File: src/rtl/prism_ctr_bank.sv
`default_nettype none
// +-------------------------------------------------------------------------+
// | prism_ctr_bank: NUM_CH preloadable down-counters with sticky zero status |
// | and maskable IRQ; optional auto-reload via PRISM_CTR_AUTORELOAD_EN.      |
// | Rev 1.0                                                                  |
// +-------------------------------------------------------------------------+
module prism_ctr_bank #(
  parameter int NUM_CH = 2,
  parameter int CNT_W  = 27
) (
  input  logic              clk,
  input  logic              rst,
  input  logic              enable,
  input  logic              halt,
  input  logic [NUM_CH-1:0] dec,
  input  logic [NUM_CH-1:0] load,
  input  logic [5:0]        address,
  input  logic [31:0]       data_in,
  input  logic [1:0]        data_write_n,
  output logic [31:0]       data_out,
  output logic [NUM_CH-1:0] zero,
  output logic              irq
);

  localparam logic [3:0] CTRL_SEL = 4'hE;
  localparam logic [3:0] STAT_SEL = 4'hF;

  logic [NUM_CH-1:0][CNT_W-1:0] count_q, count_d;
  logic [NUM_CH-1:0][CNT_W-1:0] preload_q, preload_d;
  logic [NUM_CH-1:0]            irq_en_q, irq_en_d;
  logic [NUM_CH-1:0]            status_q, status_d;
  logic [NUM_CH-1:0]            autoreload;
  logic                         wr_en, ctrl_wr, stat_wr;
  logic                         unused_bits;

  assign wr_en   = (data_write_n == 2'b10);
  assign ctrl_wr = wr_en && (address[5:2] == CTRL_SEL);
  assign stat_wr = wr_en && (address[5:2] == STAT_SEL);
  assign unused_bits = ^{data_in, address[1:0]};

`ifdef PRISM_CTR_AUTORELOAD_EN
  logic [NUM_CH-1:0] autoreload_q, autoreload_d;

  assign autoreload_d = ctrl_wr ? data_in[NUM_CH+7:8] : autoreload_q;
  assign autoreload   = autoreload_q;

  always_ff @(posedge clk) begin
    if (rst) autoreload_q <= '0;
    else     autoreload_q <= autoreload_d;
  end
`else
  assign autoreload = '0;
`endif

  always_comb begin
    count_d   = count_q;
    preload_d = preload_q;
    irq_en_d  = ctrl_wr ? data_in[NUM_CH-1:0] : irq_en_q;
    status_d  = stat_wr ? (status_q & ~data_in[NUM_CH-1:0]) : status_q;
    for (int i = 0; i < NUM_CH; i++) begin
      if (wr_en && (address[5:3] == 3'(i)) && !address[2])
        preload_d[i] = data_in[CNT_W-1:0];
      if (wr_en && (address[5:3] == 3'(i)) && address[2])
        count_d[i] = data_in[CNT_W-1:0];
      else if (load[i] && enable && !halt)
        count_d[i] = preload_q[i];
      else if (dec[i] && !halt && (count_q[i] != '0)) begin
        count_d[i] = count_q[i] - CNT_W'(1);
        // Only a decrement landing on zero is an event; the set overrides a same-cycle W1C.
        if (count_q[i] == CNT_W'(1)) status_d[i] = 1'b1;
      end
`ifdef PRISM_CTR_AUTORELOAD_EN
      else if (dec[i] && !halt && autoreload[i] && enable)
        count_d[i] = preload_q[i];
`endif
    end
  end

  always_ff @(posedge clk) begin
    if (rst) begin
      count_q   <= '0;
      preload_q <= '0;
      irq_en_q  <= '0;
      status_q  <= '0;
    end else begin
      count_q   <= count_d;
      preload_q <= preload_d;
      irq_en_q  <= irq_en_d;
      status_q  <= status_d;
    end
  end

  always_comb begin
    data_out = '0;
    for (int i = 0; i < NUM_CH; i++) begin
      if (address[5:3] == 3'(i))
        data_out[CNT_W-1:0] = address[2] ? count_q[i] : preload_q[i];
    end
    if (address[5:2] == CTRL_SEL) begin
      data_out[NUM_CH-1:0]  = irq_en_q;
      data_out[NUM_CH+7:8]  = autoreload;
    end
    if (address[5:2] == STAT_SEL)
      data_out[NUM_CH-1:0] = status_q;
  end

  for (genvar g = 0; g < NUM_CH; g++) begin : g_zero
    assign zero[g] = (count_q[g] == '0);
  end

  assign irq = |(status_q & irq_en_q);

endmodule
`default_nettype wire

File: config.mk
export PLATFORM = sky130hd
export DESIGN_NAME = prism_ctr_bank
export DESIGN_NICKNAME = d
export VERILOG_FILES = /design/src/rtl/prism_ctr_bank.sv
export SDC_FILE = /design/constraint.sdc
export NUM_CORES = 1
export LEC_CHECK = 0
export CAP_MARGIN = 25
export CORE_UTILIZATION = 50
export DETAILED_ROUTE_END_ITERATION = 16
export PLACE_DENSITY = 0.8
export SYNTH_ARGS = -nofsm -noshare
export SYNTH_HDL_FRONTEND = slang
export SYNTH_SLANG_ARGS = --single-unit
File: constraint.sdc
create_clock -name clk -period 2.67 [get_ports clk]
set_input_delay 0.534 -clock clk [delete_from_list [all_inputs] [get_ports clk]]
set_output_delay 0.534 -clock clk [all_outputs]
set_load 0.1 [all_outputs]
# --- Word level (Yosys, flattened, before mapping) ---
# Cells that the tools add are included.
word_totals:
  reg_bits: 112
  latchBits: 0
  ram_bits: 0
  romBits: 0
  input_bits: 48
  memories: 0
op_classes:
  addsub: 2
  multipliers: 0
  div: 0
  order_cmp: 0
  eq_ne: 6
  shifts: 0
  mux: 22
  n_bitwise: 3
  n_reduce_logical: 26
op_table:
  columns: ["operator", "n"]
  rows:
  - ["2-to-1 mux 27 bit", 10]
  - ["equality test 27 x 1 -> 1 bit (second input constant)", 2]
  - ["zero test 27 bit", 2]
  - ["nonzero test 27 bit", 2]
  - ["subtractor 27 x 1 -> 27 bit (second input constant)", 2]
  - ["logical AND 1 bit", 16]
  - ["equality test 4 bit (second input constant)", 2]
  - ["2-to-1 mux 1 bit", 8]
  - ["2-to-1 mux 2 bit", 4]
  - ["nonzero test 3 bit", 2]
  - ["bitwise AND 2 bit", 2]
  - ["equality test 3 x 1 -> 1 bit (second input constant)", 1]
  - ["zero test 3 bit", 1]
  - ["equality test 2 bit (second input constant)", 1]
  - ["zero test 1 bit", 2]
  - ["NOT 2 bit", 1]
  - ["OR reduction 2 bit", 1]

# --- Longest topological paths before layout ---
logic_depth:
  ltp_word: 7
  depth_mapped: 10

# --- Least setup slack after synthesis ---
# Ideal clock, no wire load.
synth_path:
  path_kind: "in2out"
  start: "input address[2]"
  end: "output data_out[0]"
  arrival_ns: 3.300
  path_slack_ns: -1.164
  path_stages: 4
  path_buffers: 2
  cell_sequence: "clkbuf_1 -> buf_1 -> mux2i_1 -> o21ai_0"
synth_between:
  elab_chain_len: 5
  word_cells_on_any_way: 8
synth_rtl:
  columns: ["element", "line", "rtl"]
  rows:
  - ["start: declaration", "17", "input logic [5:0] address,"]
  - ["2-to-1 mux 27 bit", "97", "data_out[CNT_W-1:0] = address[2] ? count_q[i] : preload_q[i];"]
  - ["2-to-1 mux 27 bit (2 in a row)", "96", "if (address[5:3] == 3'(i))"]
  - ["2-to-1 mux 2 bit", "99", "if (address[5:2] == CTRL_SEL) begin"]
  - ["2-to-1 mux 2 bit *", "103", "if (address[5:2] == STAT_SEL)"]
  - ["end: declaration", "20", "output logic [31:0] data_out,"]
# Mark *: on every way between the ends. The rest lies on a longest branch, timed or not.

# --- Final worst setup path ---
layout_path:
  start: "register count_q[22] (netlist bit)"
  end: "output zero[0]"
layout_between:
  elab_chain_len: 1
layout_rtl:
  columns: ["element", "line", "rtl"]
  rows:
  - ["start: declaration", "28", "logic [NUM_CH-1:0][CNT_W-1:0] count_q, count_d;"]
  - ["start signal: assignment", "86", "count_q <= count_d;"]
  - ["zero test 27 bit", "108", "assign zero[g] = (count_q[g] == '0);"]
  - ["end: declaration", "21", "output logic [NUM_CH-1:0] zero,"]
# Every way passes these cells.

==> results.py <==
metrics = {
    "power_and_ir_drop": {
        "total_leakage_power_nw": 3.33,
        "net-switching-power_mw": 1.56,
        "finalPower_mw": 4.72,
        "ir_drop_uv": 355,
        "power-per-cell-area_nw_per_um2": 513,
        "pwr-share-clk": 0.302,
        "p_int_mw": 3.16,
        "power_frac_seq": 0.391,
        "netSwitchingFraction": 0.331,
        "p_comb_frac": 0.308,
    },
    "global_routing": {
        "grt_use_total": 0.329,
        "grt-ovfl-total": 0,
        "first_global_vias": 6748,
        "maximum_number_of_pins_on_one_net_before_global_route_repair": 63,
        "first_pass_grt_wire_length_mm": 36.9,
        "grt_antenna_before_repair": 0,
    },
    "timing": {
        "hold_violations": 0,
        "timing.final.crit_share": 0.992,
        "setup_tns_ns": 0,
        "rsz0062_at_grt": "true",
        "max_transition_margin": 0.486,
        "max_slew.worst_pin.slew_ns": 0.770,
        "fin_crit_ns": 2.65,
        "fmaxAchievable_mhz": 378,
        "layout_setup_ws_ns": 0.0211,
        "timing.clock.skew_ns": 0.00530,
        "drv_slew": 0,
        "setup_viol_count_final": 0,
    },
    "logic_synthesis": {
        "number_of_enable_type_register_cells_in_the_synthesized_netlist": 0,
        "post_synth_xor_area_fraction": 0.0277,
        "synth_top_cell_area_share": 0.322,
        "postSynthRegisterBits": 112,
        "yosys.area_share.adder": 0.00720,
        "dominantRegCellSynth": "sky130_fd_sc_hd__dfxtp_1",
        "muxShareOfSynthArea": 0.0865,
        "post-synth-top-area-cell": "sky130_fd_sc_hd__dfxtp_1",
        "ys_async_sr_fraction": 0,
        "syn-mean-instance-area_sq_um": 7.64,
        "syn-instance-count": 910,
        "synthTopCellsByArea": "sky130_fd_sc_hd__dfxtp_1, sky130_fd_sc_hd__mux2i_1, sky130_fd_sc_hd__nand2_1",
        "yosys.area_share.simple": 0.264,
        "synth_top_family_by_area": "simple AND/OR/NAND/NOR gates",
        "synth-warning-count": 0,
        "mappedNetlistArea_sq_um": 6960,
        "yosysSeqAreaShare": 0.322,
        "synth_compound_gate_area_share": 0.225,
        "ys_types": 71,
    },
    "min_path": {
        "timing.hold.worst.class": "reg2reg",
    },
    "clocking": {
        "cts_tree": "done",
        "cts_hold_repair.buffers": 0,
        "ctsHtreeMaxLevel": 3,
        "clock_tree.buffer_depth": 2,
        "cts_made_buffers": 9,
        "clk-insertion-delay-late_ns": 0.36,
        "clk_root_buffer_cell": "sky130_fd_sc_hd__clkbuf_16",
        "clk_slew_on_worst_s_h_paths_ns": 0.07,
        "numClockSinks": 112,
    },
    "floorplan": {
        "dieHeight_um": 120,
        "initial_core_utilization": 0.519,
        "die_w_um": 120,
        "core-area_sq_um": 13400,
        "top_level_ports": 83,
        "die_area_sq_um": 14400,
        "std_cell_rows": 42,
    },
    "status": {
        "run_status": "finished clean",
    },
    "worst_setup_path": {
        "critical_path_buf_inv_count": 1,
        "cp_slowest_cell": "sky130_fd_sc_hd__or4b_4",
        "critical_path.max_fanout": 3,
        "worst_path_dominant_cell_family": "simple AND/OR/NAND/NOR gates",
        "critPathMaxStageDelay_ns": 0.57,
        "critPathRequiredTime_ns": 2.14,
        "setup.worst_path.class": "reg2out",
        "cp_data_arrival_time_ns": 2.11,
        "timing.critical_path.cells": "or4_4, or4b_4, nor2_4, buf_12",
        "setup.worst_path.end_class": "primary output",
        "cp-start-kind": "flop",
    },
    "route": {
        "ant_nets": 0,
        "vias_per_cell": 6.41,
        "drt_first_pass_iters": 6,
        "drt_iter0_drc": 833,
        "drt-total-wl_mm": 23.3,
        "remaining_design_rule_violation_count": 0,
        "wl_per_cell_um": 20.0,
        "detailroute.via_count": 7486,
    },
    "finish": {
        "finish.utilization": 0.687,
        "drive_above_1_share": 0.195,
        "num_antenna_cells": 0,
        "synthToLayoutAreaGrowth_pct": 32.4,
        "num-nets-final": 1040,
        "postLayoutCellArea_sq_um": 9210,
    },
    "placement": {
        "post_dp_cell_area_sq_um": 8760,
        "gpl_congestion": 0.927,
        "preCtsSetupSlack_ns": -0.138,
        "detailed_place_hpwl_mm": 16.5,
        "portBuffers": 70,
    },
    "job": {
        "max-cap-violations": 0,
    },
}
registers in the layout, indices dropped and copies added, names as in the netlist:
register / flops
preload_q: 54
count_q: 54
status_q: 2
irq_en_q: 2
worst reg2reg max path: stages (launching register included):
cell	delay, ns
sky130_fd_sc_hd__dfxtp_1	0.38
sky130_fd_sc_hd__or4_1	0.64
sky130_fd_sc_hd__nor4_4	0.32
sky130_fd_sc_hd__nand3_1	0.27
sky130_fd_sc_hd__xor2_1	0.23
sky130_fd_sc_hd__a211o_1	0.30
sky130_fd_sc_hd__a311oi_1	0.25
cells by family after synthesis:
group,count (synthesis)
flops,112
xor+xnor,22
simple gates,384
other cells,1
buf+inv,87
fa+ha+maj,4
mux,60
compound gates,240
metrics by stage:
step           cells  hold slack (ns)
5_1_grt         1168            0.482
3_3_place_gp    1149            0.451
4_1_cts         1167            0.466
6_report        1168            0.466
3_5_place_dp    1149            0.456
2_1_floorplan    914            0.444
metal layers:
metal | vias up | wire length, um | global-route usage
met1 | 3622 | 9800 | 0.444
li1 | 3460 | - | -
met5 | - | 0 | 0
met4 | 0 | 566 | 0.111
met2 | 357 | 11100 | 0.524
met3 | 47 | 1850 | 0.0613
placed cells by master, fill, tap and decap left out, types with 7 or more instances in the layout:
cell type,Yosys,routed
sky130_fd_sc_hd__mux2i_1,59,59
sky130_fd_sc_hd__clkbuf_16,0,10
sky130_fd_sc_hd__xnor2_1,10,10
sky130_fd_sc_hd__o211ai_1,14,14
sky130_fd_sc_hd__o31ai_1,9,9
sky130_fd_sc_hd__buf_12,0,42
sky130_fd_sc_hd__nand3_1,27,27
sky130_fd_sc_hd__a31oi_1,9,9
sky130_fd_sc_hd__o21ai_0,25,23
sky130_fd_sc_hd__nand2_1,153,152
sky130_fd_sc_hd__or3_1,8,7
sky130_fd_sc_hd__nor2_1,91,86
sky130_fd_sc_hd__nor4_1,15,14
sky130_fd_sc_hd__nor3_1,31,31
sky130_fd_sc_hd__clkdlybuf4s50_1,0,36
sky130_fd_sc_hd__or4_1,11,8
sky130_fd_sc_hd__xor2_1,12,12
sky130_fd_sc_hd__dfxtp_1,112,109
sky130_fd_sc_hd__a311oi_1,8,8
sky130_fd_sc_hd__o22ai_4,0,25
sky130_fd_sc_hd__buf_4,7,64
sky130_fd_sc_hd__a211oi_1,35,35
sky130_fd_sc_hd__a21oi_1,82,82
path summary, 6_finish.rpt:
check	from	to	slack, ns	cells after the start
setup / recovery	count_q[22]$_SDFFE_PP0P_	zero[0]	0.02	4
hold / removal	preload_q[9]$_SDFFE_PP0P_	preload_q[9]$_SDFFE_PP0P_	0.47	2
setup reg to reg	count_q[31]$_SDFFE_PP0P_	count_q[46]$_SDFFE_PP0P_	0.19	6
hold reg to reg	preload_q[9]$_SDFFE_PP0P_	preload_q[9]$_SDFFE_PP0P_	0.47	2
repair_timing:
| action | 4_1_cts | 5_1_grt |
|---|---|---|
| endpoints found under the setup margin | 29 | 29 |
| pin swaps | 4 | 6 |
| gates resized for setup | 7 | 14 |
| buffers inserted | 3 | 0 |
| cloned | 0 | 1 |
power groups by stage:
stage | combinational [mW] | clock (mW) | sequential (mW)
after floorplan | 0.964 | 0 | 1.84
after global placement | 1.35 | 0 | 1.87
after detailed placement | 1.37 | 0 | 1.88
after CTS | 1.41 | 1.43 | 1.84
after global routing | 1.55 | 1.50 | 1.86
final | 1.45 | 1.43 | 1.85
cells in the mapped netlist (5+ instances only):
| library cell | n |
|---|---|
| sky130_fd_sc_hd__buf_4 | 7 |
| sky130_fd_sc_hd__or4_1 | 11 |
| sky130_fd_sc_hd__xor2_1 | 12 |
| sky130_fd_sc_hd__and3_1 | 5 |
| sky130_fd_sc_hd__o31ai_1 | 9 |
| sky130_fd_sc_hd__o311ai_0 | 5 |
| sky130_fd_sc_hd__o22ai_1 | 25 |
| sky130_fd_sc_hd__a211oi_1 | 35 |
| sky130_fd_sc_hd__o211ai_1 | 14 |
| sky130_fd_sc_hd__a31oi_1 | 9 |
| sky130_fd_sc_hd__nor2_1 | 91 |
| sky130_fd_sc_hd__xnor2_1 | 10 |
| sky130_fd_sc_hd__o21ai_0 | 25 |
| sky130_fd_sc_hd__nand3_1 | 27 |
| sky130_fd_sc_hd__nor4_1 | 15 |
| sky130_fd_sc_hd__a21oi_1 | 82 |
| sky130_fd_sc_hd__a311oi_1 | 8 |
| sky130_fd_sc_hd__clkbuf_1 | 59 |
| sky130_fd_sc_hd__nand2_1 | 153 |
| sky130_fd_sc_hd__or3_1 | 8 |
| sky130_fd_sc_hd__mux2i_1 | 59 |
| sky130_fd_sc_hd__dfxtp_1 | 112 |
| sky130_fd_sc_hd__or2_2 | 5 |
| sky130_fd_sc_hd__clkbuf_8 | 7 |
| sky130_fd_sc_hd__nor3_1 | 31 |
final cells by class:
type | count | area (sq um)
Fill cell | 1073 | 4190
Tap cell | 176 | 220
Multi-Input combinational cell | 715 | 4680
Sequential cell | 112 | 2250
Clock inverter | 3 | 40.0
Timing Repair Buffer | 146 | 1740
Inverter | 4 | 15.0
Clock buffer | 12 | 267
No activity file was read; power rests on OpenSTA's default activity.
